`config.mk`:
```
export PLATFORM = sky130hd
export DESIGN_NAME = fetch_unit
export DESIGN_NICKNAME = d
export VERILOG_FILES = /design/src/rtl/fetch_unit.sv
export SDC_FILE = /design/constraint.sdc
export NUM_CORES = 1
export LEC_CHECK = 0
export CAP_MARGIN = 10
export CORE_MARGIN = 2
export CORE_UTILIZATION = 45
export DETAILED_ROUTE_END_ITERATION = 8
export PLACE_DENSITY_LB_ADDON = 0.05
export SLEW_MARGIN = 30
export SYNTH_ARGS = -nofsm -noshare
export SYNTH_HDL_FRONTEND = slang
export SYNTH_SLANG_ARGS = --single-unit
```
`constraint.sdc`:
```
create_clock -name clk -period 3.35 [get_ports clk]
set_input_delay 0.5025 -clock clk [delete_from_list [all_inputs] [get_ports clk]]
set_output_delay 0.5025 -clock clk [all_outputs]
set_load 0.02 [all_outputs]
```
`src/rtl/fetch_unit.sv`:
```
// fetch_unit: in-order instruction fetch with a credit-limited FIFO and redirect flush.
// Optional same-cycle response bypass to decode: define FETCH_BYPASS_EN.
module fetch_unit #(
  parameter logic [31:0] RESET_PC   = 32'h0000_0000,
  parameter int          FIFO_DEPTH = 4
) (
  input  logic        clk,
  input  logic        rst_n,
  output logic        imem_req,
  output logic [31:0] imem_addr,
  input  logic        imem_ready,
  input  logic        imem_rvalid,
  input  logic [31:0] imem_rdata,
  output logic        if_valid,
  output logic [31:0] if_instru,
  output logic [31:0] if_pc,
  input  logic        id_ready,
  input  logic        redirect,
  input  logic [31:0] redirect_pc
);

  localparam int AW = $clog2(FIFO_DEPTH);
  localparam int CW = AW + 1;
  localparam logic [CW-1:0] DEPTH_C = CW'(FIFO_DEPTH);

  typedef struct packed {
    logic [31:0] pc;
    logic [31:0] instru;
  } fetch_ent_t;

  logic [31:0]   fetch_pc;
  logic [31:0]   resp_pc;
  logic [CW-1:0] outstanding;
  logic [CW-1:0] discard;
  logic [CW-1:0] count;
  logic [AW-1:0] wr_ptr;
  logic [AW-1:0] rd_ptr;

  fetch_ent_t    fifo_mem [FIFO_DEPTH];
  fetch_ent_t    head;

  logic [CW:0]   credit_used;
  logic [31:0]   redir_tgt;
  logic          accept;
  logic          rv_cnt;
  logic          drop;
  logic          keep;
  logic          fifo_empty;
  logic          bypass;
  logic          push;
  logic          pop;
  logic [CW-1:0] out_nxt;
  logic [CW-1:0] out_less_rv;

  assign redir_tgt   = {redirect_pc[31:2], 2'b00};
  assign credit_used = {1'b0, outstanding} + {1'b0, count};
  assign imem_req    = rst_n && !redirect &&
                       (credit_used < {1'b0, DEPTH_C});
  assign imem_addr   = fetch_pc;
  assign accept      = imem_req && imem_ready;

  // Responses with no matching request (e.g. after reset) are not counted.
  assign rv_cnt      = imem_rvalid && (outstanding != '0);
  assign drop        = imem_rvalid && (discard != '0);
  assign keep        = imem_rvalid && (discard == '0) && !redirect;
  assign fifo_empty  = (count == '0);

`ifdef FETCH_BYPASS_EN
  assign bypass      = rst_n && keep && fifo_empty;
`else
  assign bypass      = 1'b0;
`endif

  assign head        = fifo_mem[rd_ptr];
  assign if_valid    = rst_n && !redirect && (!fifo_empty || bypass);
  assign pop         = if_valid && id_ready && !fifo_empty;
  assign push        = keep && !(bypass && id_ready);

  always_comb begin
    if_instru = 32'h0;
    if_pc     = 32'h0;
    if (!fifo_empty) begin
      if_instru = head.instru;
      if_pc     = head.pc;
    end else if (bypass) begin
      if_instru = imem_rdata;
      if_pc     = resp_pc;
    end
  end

  assign out_less_rv = outstanding - CW'(rv_cnt);
  assign out_nxt     = outstanding + CW'(accept) - CW'(rv_cnt);

  always_ff @(posedge clk or negedge rst_n) begin
    if (!rst_n) begin
      fetch_pc    <= RESET_PC;
      resp_pc     <= RESET_PC;
      outstanding <= '0;
      discard     <= '0;
      count       <= '0;
      wr_ptr      <= '0;
      rd_ptr      <= '0;
    end else if (redirect) begin
      // Every response still in flight belongs to the old stream.
      fetch_pc    <= redir_tgt;
      resp_pc     <= redir_tgt;
      outstanding <= out_less_rv;
      discard     <= out_less_rv;
      count       <= '0;
      wr_ptr      <= '0;
      rd_ptr      <= '0;
    end else begin
      if (accept) begin
        fetch_pc <= fetch_pc + 32'd4;
      end
      outstanding <= out_nxt;
      if (drop) begin
        discard <= discard - 1'b1;
      end
      if (keep) begin
        resp_pc <= resp_pc + 32'd4;
      end
      if (push) begin
        wr_ptr <= wr_ptr + 1'b1;
      end
      if (pop) begin
        rd_ptr <= rd_ptr + 1'b1;
      end
      count <= count + CW'(push) - CW'(pop);
    end
  end

  always_ff @(posedge clk) begin
    if (push) begin
      fifo_mem[wr_ptr] <= '{pc: resp_pc, instru: imem_rdata};
    end
  end

  a_no_overflow: assert property (
    @(posedge clk) disable iff (!rst_n)
    push |-> (count < DEPTH_C)
  );

endmodule

```
==> results_dict.tcl, run 1 <==
set metrics [dict create \
    status "complete, no violations" \
    p_leak_nw 5.77 \
    cts_max_level 2 \
    io_buffer_count 161 \
    dp_hpwl_um 18300 \
    gr-usage-met2 0.305 \
    overflow 0 \
    ir_drop_mv 0.270 \
    max_slew.worst_pin.slew_ns 0.629 \
    required_ns 2.85 \
    busiest_layer "met2" \
    dr.pass1.iters 5 \
    path_class "reg2out" \
    clkSinkCount 321 \
    finalCritPeriodShare 0.941 \
    dieHeight_um 179 \
    syn_area_per_cell_um2 15.7 \
    ff_latch_area_um2 9280 \
    min_period_ns 3.15 \
    gp_congestion 0.791 \
    ys_types 52 \
    route.detailed.drc 0 \
    track_usage 0.188 \
    final_common_cell "edfxtp_1" \
    drive_above_1_share 0.158 \
    seq_power_share 0.464 \
    endpoint_kind "output pin" \
    synth-edff-count 248 \
    cts_setup_buffers 0 \
    core_region_area_um2 29800 \
    hold_violations 0 \
    netSwitchingFraction 0.252 \
    finClkSkew_ns 0.0103 \
    insertion_delay_ns 0.50 \
    final_cell_mix "edfxtp_1 (248), clkdlybuf4s50_1 (159), dfrtp_1 (71)" \
    vias 7926 \
    syn_area_um2 13700 \
    num_rows 63 \
    grt_pass1_wl_um 45900 \
    yosys_warnings 0 \
    clk_pin_slew_ns 0.06 \
    ant_nets 0 \
    antenna_cells 0 \
    num-nets-final 1146 \
    setup_viol 0 \
    async_flop_share 0.227 \
    initial_core_util 0.461 \
    fp.dieW_um 179 \
    grt_max_degree 70 \
    drv_slew 0 \
    synth-seq-cells 321 \
    viasPerCell 5.38 \
    rsz0062_at_grt "false" \
    power.switching_mw 2.58 \
    maxCapViolations 0 \
    max_freq_ghz 0.317 \
    seq_area_frac_synth 0.676 \
    cp-start-kind "register" \
    gr-usage-met3 0.0309 \
    cp.arrival_ns 2.65 \
    antenna_found_initial 0 \
    fillerInstances 2385 \
    cts_buffer_depth 3 \
    cts_tree "done" \
    ios 168 \
    wire_per_inst_um 19.8 \
    fin_tns_setup_ns 0 \
    hold_buffers 0 \
    root_buffer "clkbuf_16" \
    power_density_nw_per_um2 598 \
    dieArea_um2 31900 \
    syn2layout_area_growth_pct 24.7 \
    p_int_mw 7.64 \
    synth-main-ff-cell "edfxtp_1" \
    finalPower_mw 10.2 \
    post_cts_resized 0 \
    routed_wl_um 29100 \
    cts_buffers 36 \
    syn-instance-count 875 \
    drt_iter0_drc 386 \
    max_slew_margin 0.580 \
    grt_pass1_vias 8094 \
    hp-class "in2async" \
    combPwrFrac 0.160 \
    multi_input_area_um2 4150 \
    grt_use_met1 0.270 \
    pwr-share-clk 0.376 \
    crit_fanout 23 \
]
## kinds of logic (layout without fill, tap and decap cells)
family,after synthesis,after routing,synth area share
muxes,74,74,0.111
buffers and inverters,69,274,0.0239
other,1,4,0.000273
adders and majority gates,18,18,0.0175
DFF,321,321,0.676
xor gates and xnor gates,44,44,0.0281
AOI/OAI and AO/OA,80,80,0.0356
and+or+nand+nor,268,268,0.108
## routing by layer
layer	vias up	wire length, um
met4	0	462
met2	208	13900
met3	35	1470
met1	3972	13300
met5	-	0
li1	3711	-
## state kept, by name (all words and copies together), names as in the netlist
register     cells
rd_ptr           2
imem_addr       30
fifo_mem       248
count            3
wr_ptr           2
resp_pc         30
outstanding      3
discard          3
## power by group through the flow
stage | clock (mW) | combinational [mW] | sequential [mW]
after CTS | 3.95 | 1.67 | 4.74
after floorplan | 0 | 0.882 | 4.80
after global routing | 4.10 | 1.80 | 4.78
after detailed placement | 0 | 1.67 | 4.82
after global placement | 0 | 1.66 | 4.81
final | 3.84 | 1.64 | 4.74
## layout make-up
cell class                 count  share of cell area
clock buffer                  49              0.0573
clock inverter                14              0.0105
inverter                      22             0.00483
multi-input combinational    488               0.242
sequential                   321               0.542
tap                          390              0.0285
timing repair buffer         189               0.114
## cell usage after synthesis (4+ instances only)
cell / count / area [um2]
o21ai_0: 34 / 170
a21oi_1: 16 / 80.1
and2_1: 7 / 43.8
buf_4: 4 / 30.0
nor2_1: 29 / 109
o211ai_1: 12 / 90.1
nand2_1: 59 / 221
xor2_1: 22 / 193
mux4_2: 62 / 1400
dfrtp_1: 73 / 1830
nor3_1: 16 / 80.1
nor4_1: 7 / 43.8
and4_1: 9 / 78.8
inv_1: 22 / 82.6
and3_1: 8 / 50.1
clkbuf_1: 29 / 109
ha_1: 16 / 200
buf_2: 7 / 35.0
or4_1: 8 / 60.1
nand3_1: 27 / 135
nand4_1: 16 / 100
edfxtp_1: 248 / 7450
buf_6: 6 / 67.6
mux2_2: 9 / 101
xnor2_1: 22 / 193
nor2b_1: 65 / 407
## worst paths after layout
path | from | endpoint | slack [ns] | cells past startpoint
worst min register to register | discard[1]$_DFFE_PN0P_ | discard[1]$_DFFE_PN0P_ | 0.55 | 2
min in group clk | redirect | count[1]$_DFF_PN0_ | 0.51 | 3
worst min-delay path | rst_n | imem_addr[7]$_DFFE_PN0N_ | 0.07 | 2
worst max-delay path | rd_ptr[0]$_DFFE_PN0P_ | if_pc[17] | 0.20 | 4
max in group asynchronous | rst_n | rd_ptr[0]$_DFFE_PN0P_ | 2.32 | 3
worst max register to register | outstanding[2]$_DFF_PN0_ | outstanding[2]$_DFF_PN0_ | 0.65 | 11
## through the flow
stage / setup WS (ns) / instance area, um2 / hold WS (ns) / cells / util
floorplan: 0.321 / 13700 / 0.207 / 878 / -
global placement: 0.458 / 15900 / 0.534 / 1410 / 0.535
detailed placement: 0.445 / 15900 / 0.547 / 1410 / 0.535
CTS: 0.135 / 17100 / 0.0938 / 1473 / 0.574
global route: 0.0580 / 17100 / 0.110 / 1473 / 0.574
finish: 0.198 / 17100 / 0.0712 / 1473 / 0.574
## worst max-delay path, cell delays in order, from the launching register on
cell and delay (ns):
dfrtp_4 0.61, buf_12 0.27, mux4_2 0.51, nor2b_1 0.15, clkdlybuf4s50_1 0.59
Power figures use the tool's default switching activity.
==> inputs of run 2 (changes only) <==
clock period = 3 ns   (was 3.35 ns; I/O delays follow)
==> run 2 against run 1 <==
Net effect:
- first-iteration DRC count decreased by 3.6%
- wire length decreased by 1.2%
- combinational power is 11% higher
- count of clock-buffer cells in the layout shrank 2
- sequential share of layout area decreased by 0.61 points
- power up 10%
- clock skew rose by 0.0098 ns
- clock power is 8.9% higher
- final cell count is 0.75% higher
- final area up 1.2%
- non-clock buffer count rose by 13
- largest power group unchanged
==> results_dict.tcl, run 2 (synthesis results as in run 1) <==
set metrics [dict create \
    initial_core_util 0.461 \
    routed_wl_um 28800 \
    min_period_ns 2.92 \
    cp-start-kind "register" \
    ant_nets 0 \
    final_cell_mix "edfxtp_1 (248), clkdlybuf4s50_1 (128), dfrtp_1 (71)" \
    route.detailed.drc 0 \
    syn2layout_area_growth_pct 26.1 \
    final_util 0.581 \
    grt_pass1_wl_um 45100 \
    cts_buffer_depth 3 \
    drv_slew 0 \
    dieArea_um2 31900 \
    p_leak_nw 6.38 \
    final_cells 1484 \
    path_class "reg2out" \
    max_slew.worst_pin.slew_ns 0.951 \
    crit_fanout 7 \
    pre_cts_slack_ns 0.194 \
    seq_power_share 0.469 \
    rsz0062_at_grt "false" \
    grt_max_degree 64 \
    io_buffer_count 161 \
    status "complete, no violations" \
    root_buffer "clkbuf_16" \
    power.switching_mw 2.87 \
    cts_max_level 2 \
    clk_pin_slew_ns 0.06 \
    track_usage 0.186 \
    hp-class "in2async" \
    viasPerCell 5.37 \
    hold_buffers 0 \
    finalCritPeriodShare 0.973 \
    maxCapViolations 0 \
    fin_tns_setup_ns 0 \
    power_density_nw_per_um2 652 \
    num-nets-final 1158 \
    fp.dieW_um 179 \
    ir_drop_mv 0.317 \
    antenna_cells 0 \
    drt_iter0_drc 372 \
    netSwitchingFraction 0.254 \
    drive_above_1_share 0.166 \
    combPwrFrac 0.161 \
    max_freq_ghz 0.342 \
    gp_congestion 0.793 \
    antenna_found_initial 0 \
    pwr-share-clk 0.370 \
    insertion_delay_ns 0.52 \
    dieHeight_um 179 \
    endpoint_kind "output pin" \
    dr.pass1.iters 5 \
    fillerInstances 2407 \
    core_region_area_um2 29800 \
    placed_cells 1418 \
    setup_viol 0 \
    p_int_mw 8.42 \
    final_common_cell "edfxtp_1" \
    holdWs_ns 0.0311 \
    required_ns 2.55 \
    hold_violations 0 \
    largest_register_ffs 248 \
    cts_buffers 35 \
    wire_per_inst_um 19.4 \
    top_register "fifo_mem" \
    num_rows 63 \
    max_slew_margin 0.364 \
    overflow 0 \
    ios 168 \
    finClkSkew_ns 0.0201 \
    grt_pass1_vias 7917 \
    vias 7968 \
    fin_ws_ns 0.0803 \
    dp_hpwl_um 19100 \
    cp.arrival_ns 2.47 \
    cts_tree "done" \
    clkSinkCount 321 \
]
==> run 2: final cells by class <==
class / count / area [um2] / share of cell area
Inverter: 22 / 82.6 / 0.00477
Tap cell: 390 / 488 / 0.0282
Clock inverter: 14 / 166 / 0.00962
Timing Repair Buffer: 202 / 2180 / 0.126
Multi-Input combinational cell: 488 / 4140 / 0.239
Sequential cell: 321 / 9280 / 0.536
Clock buffer: 47 / 962 / 0.0556
==> run 2: metal layers <==
| metal | up-vias | track usage | share of wire |
|---|---|---|---|
| met5 | - | 0 | 0 |
| met4 | 0 | 0.0447 | 0.015 |
| met3 | 36 | 0.0286 | 0.053 |
| met2 | 237 | 0.289 | 0.47 |
| met1 | 3966 | 0.276 | 0.47 |
| li1 | 3729 | - | - |
==> run 2: final timing paths <==
check | startpoint | end | slack (ns) | cells past startpoint
min in group clk | redirect | wr_ptr[1]$_DFFE_PN0N_ | 0.37 | 3
max reg2reg | outstanding[2]$_DFF_PN0_ | outstanding[2]$_DFF_PN0_ | 0.36 | 11
min | rst_n | imem_addr[5]$_DFFE_PN0N_ | 0.03 | 2
min reg2reg | imem_addr[7]$_DFFE_PN0N_ | imem_addr[7]$_DFFE_PN0N_ | 0.55 | 1
max | rd_ptr[0]$_DFFE_PN0P_ | if_instru[0] | 0.08 | 5
max in group asynchronous | rst_n | rd_ptr[0]$_DFFE_PN0P_ | 1.97 | 3
==> run 2: critical path: stages, from the launching register on <==
cell	delay, ns
dfrtp_4	0.44
buf_4	0.15
buf_4	0.20
mux4_2	0.50
nor2b_1	0.13
clkdlybuf4s50_1	0.54
==> run 2: timing repair <==
| item | CTS | global route |
|---|---|---|
| gates resized for setup | 1 | 31 |
| endpoints found under the setup margin | 50 | 30 |
| gates cloned | 0 | 0 |
| buffers inserted | 5 | 0 |
==> run 2: metrics by stage <==
step                      instance area, um2  power (mW)
after floorplan                        13700        6.35
after global placement                 16100        7.22
after detailed placement               16100        7.24
after CTS                              17200        11.5
after global routing                   17300        11.8
final                                  17300        11.3
==> run 2: power groups by stage <==
stage	Combinational (mW)	Sequential (mW)	Clock, mW
after floorplan	0.986	5.36	0
after global placement	1.84	5.38	0
after detailed placement	1.85	5.38	0
after CTS	1.87	5.29	4.29
after global routing	2.00	5.32	4.45
final	1.82	5.29	4.18
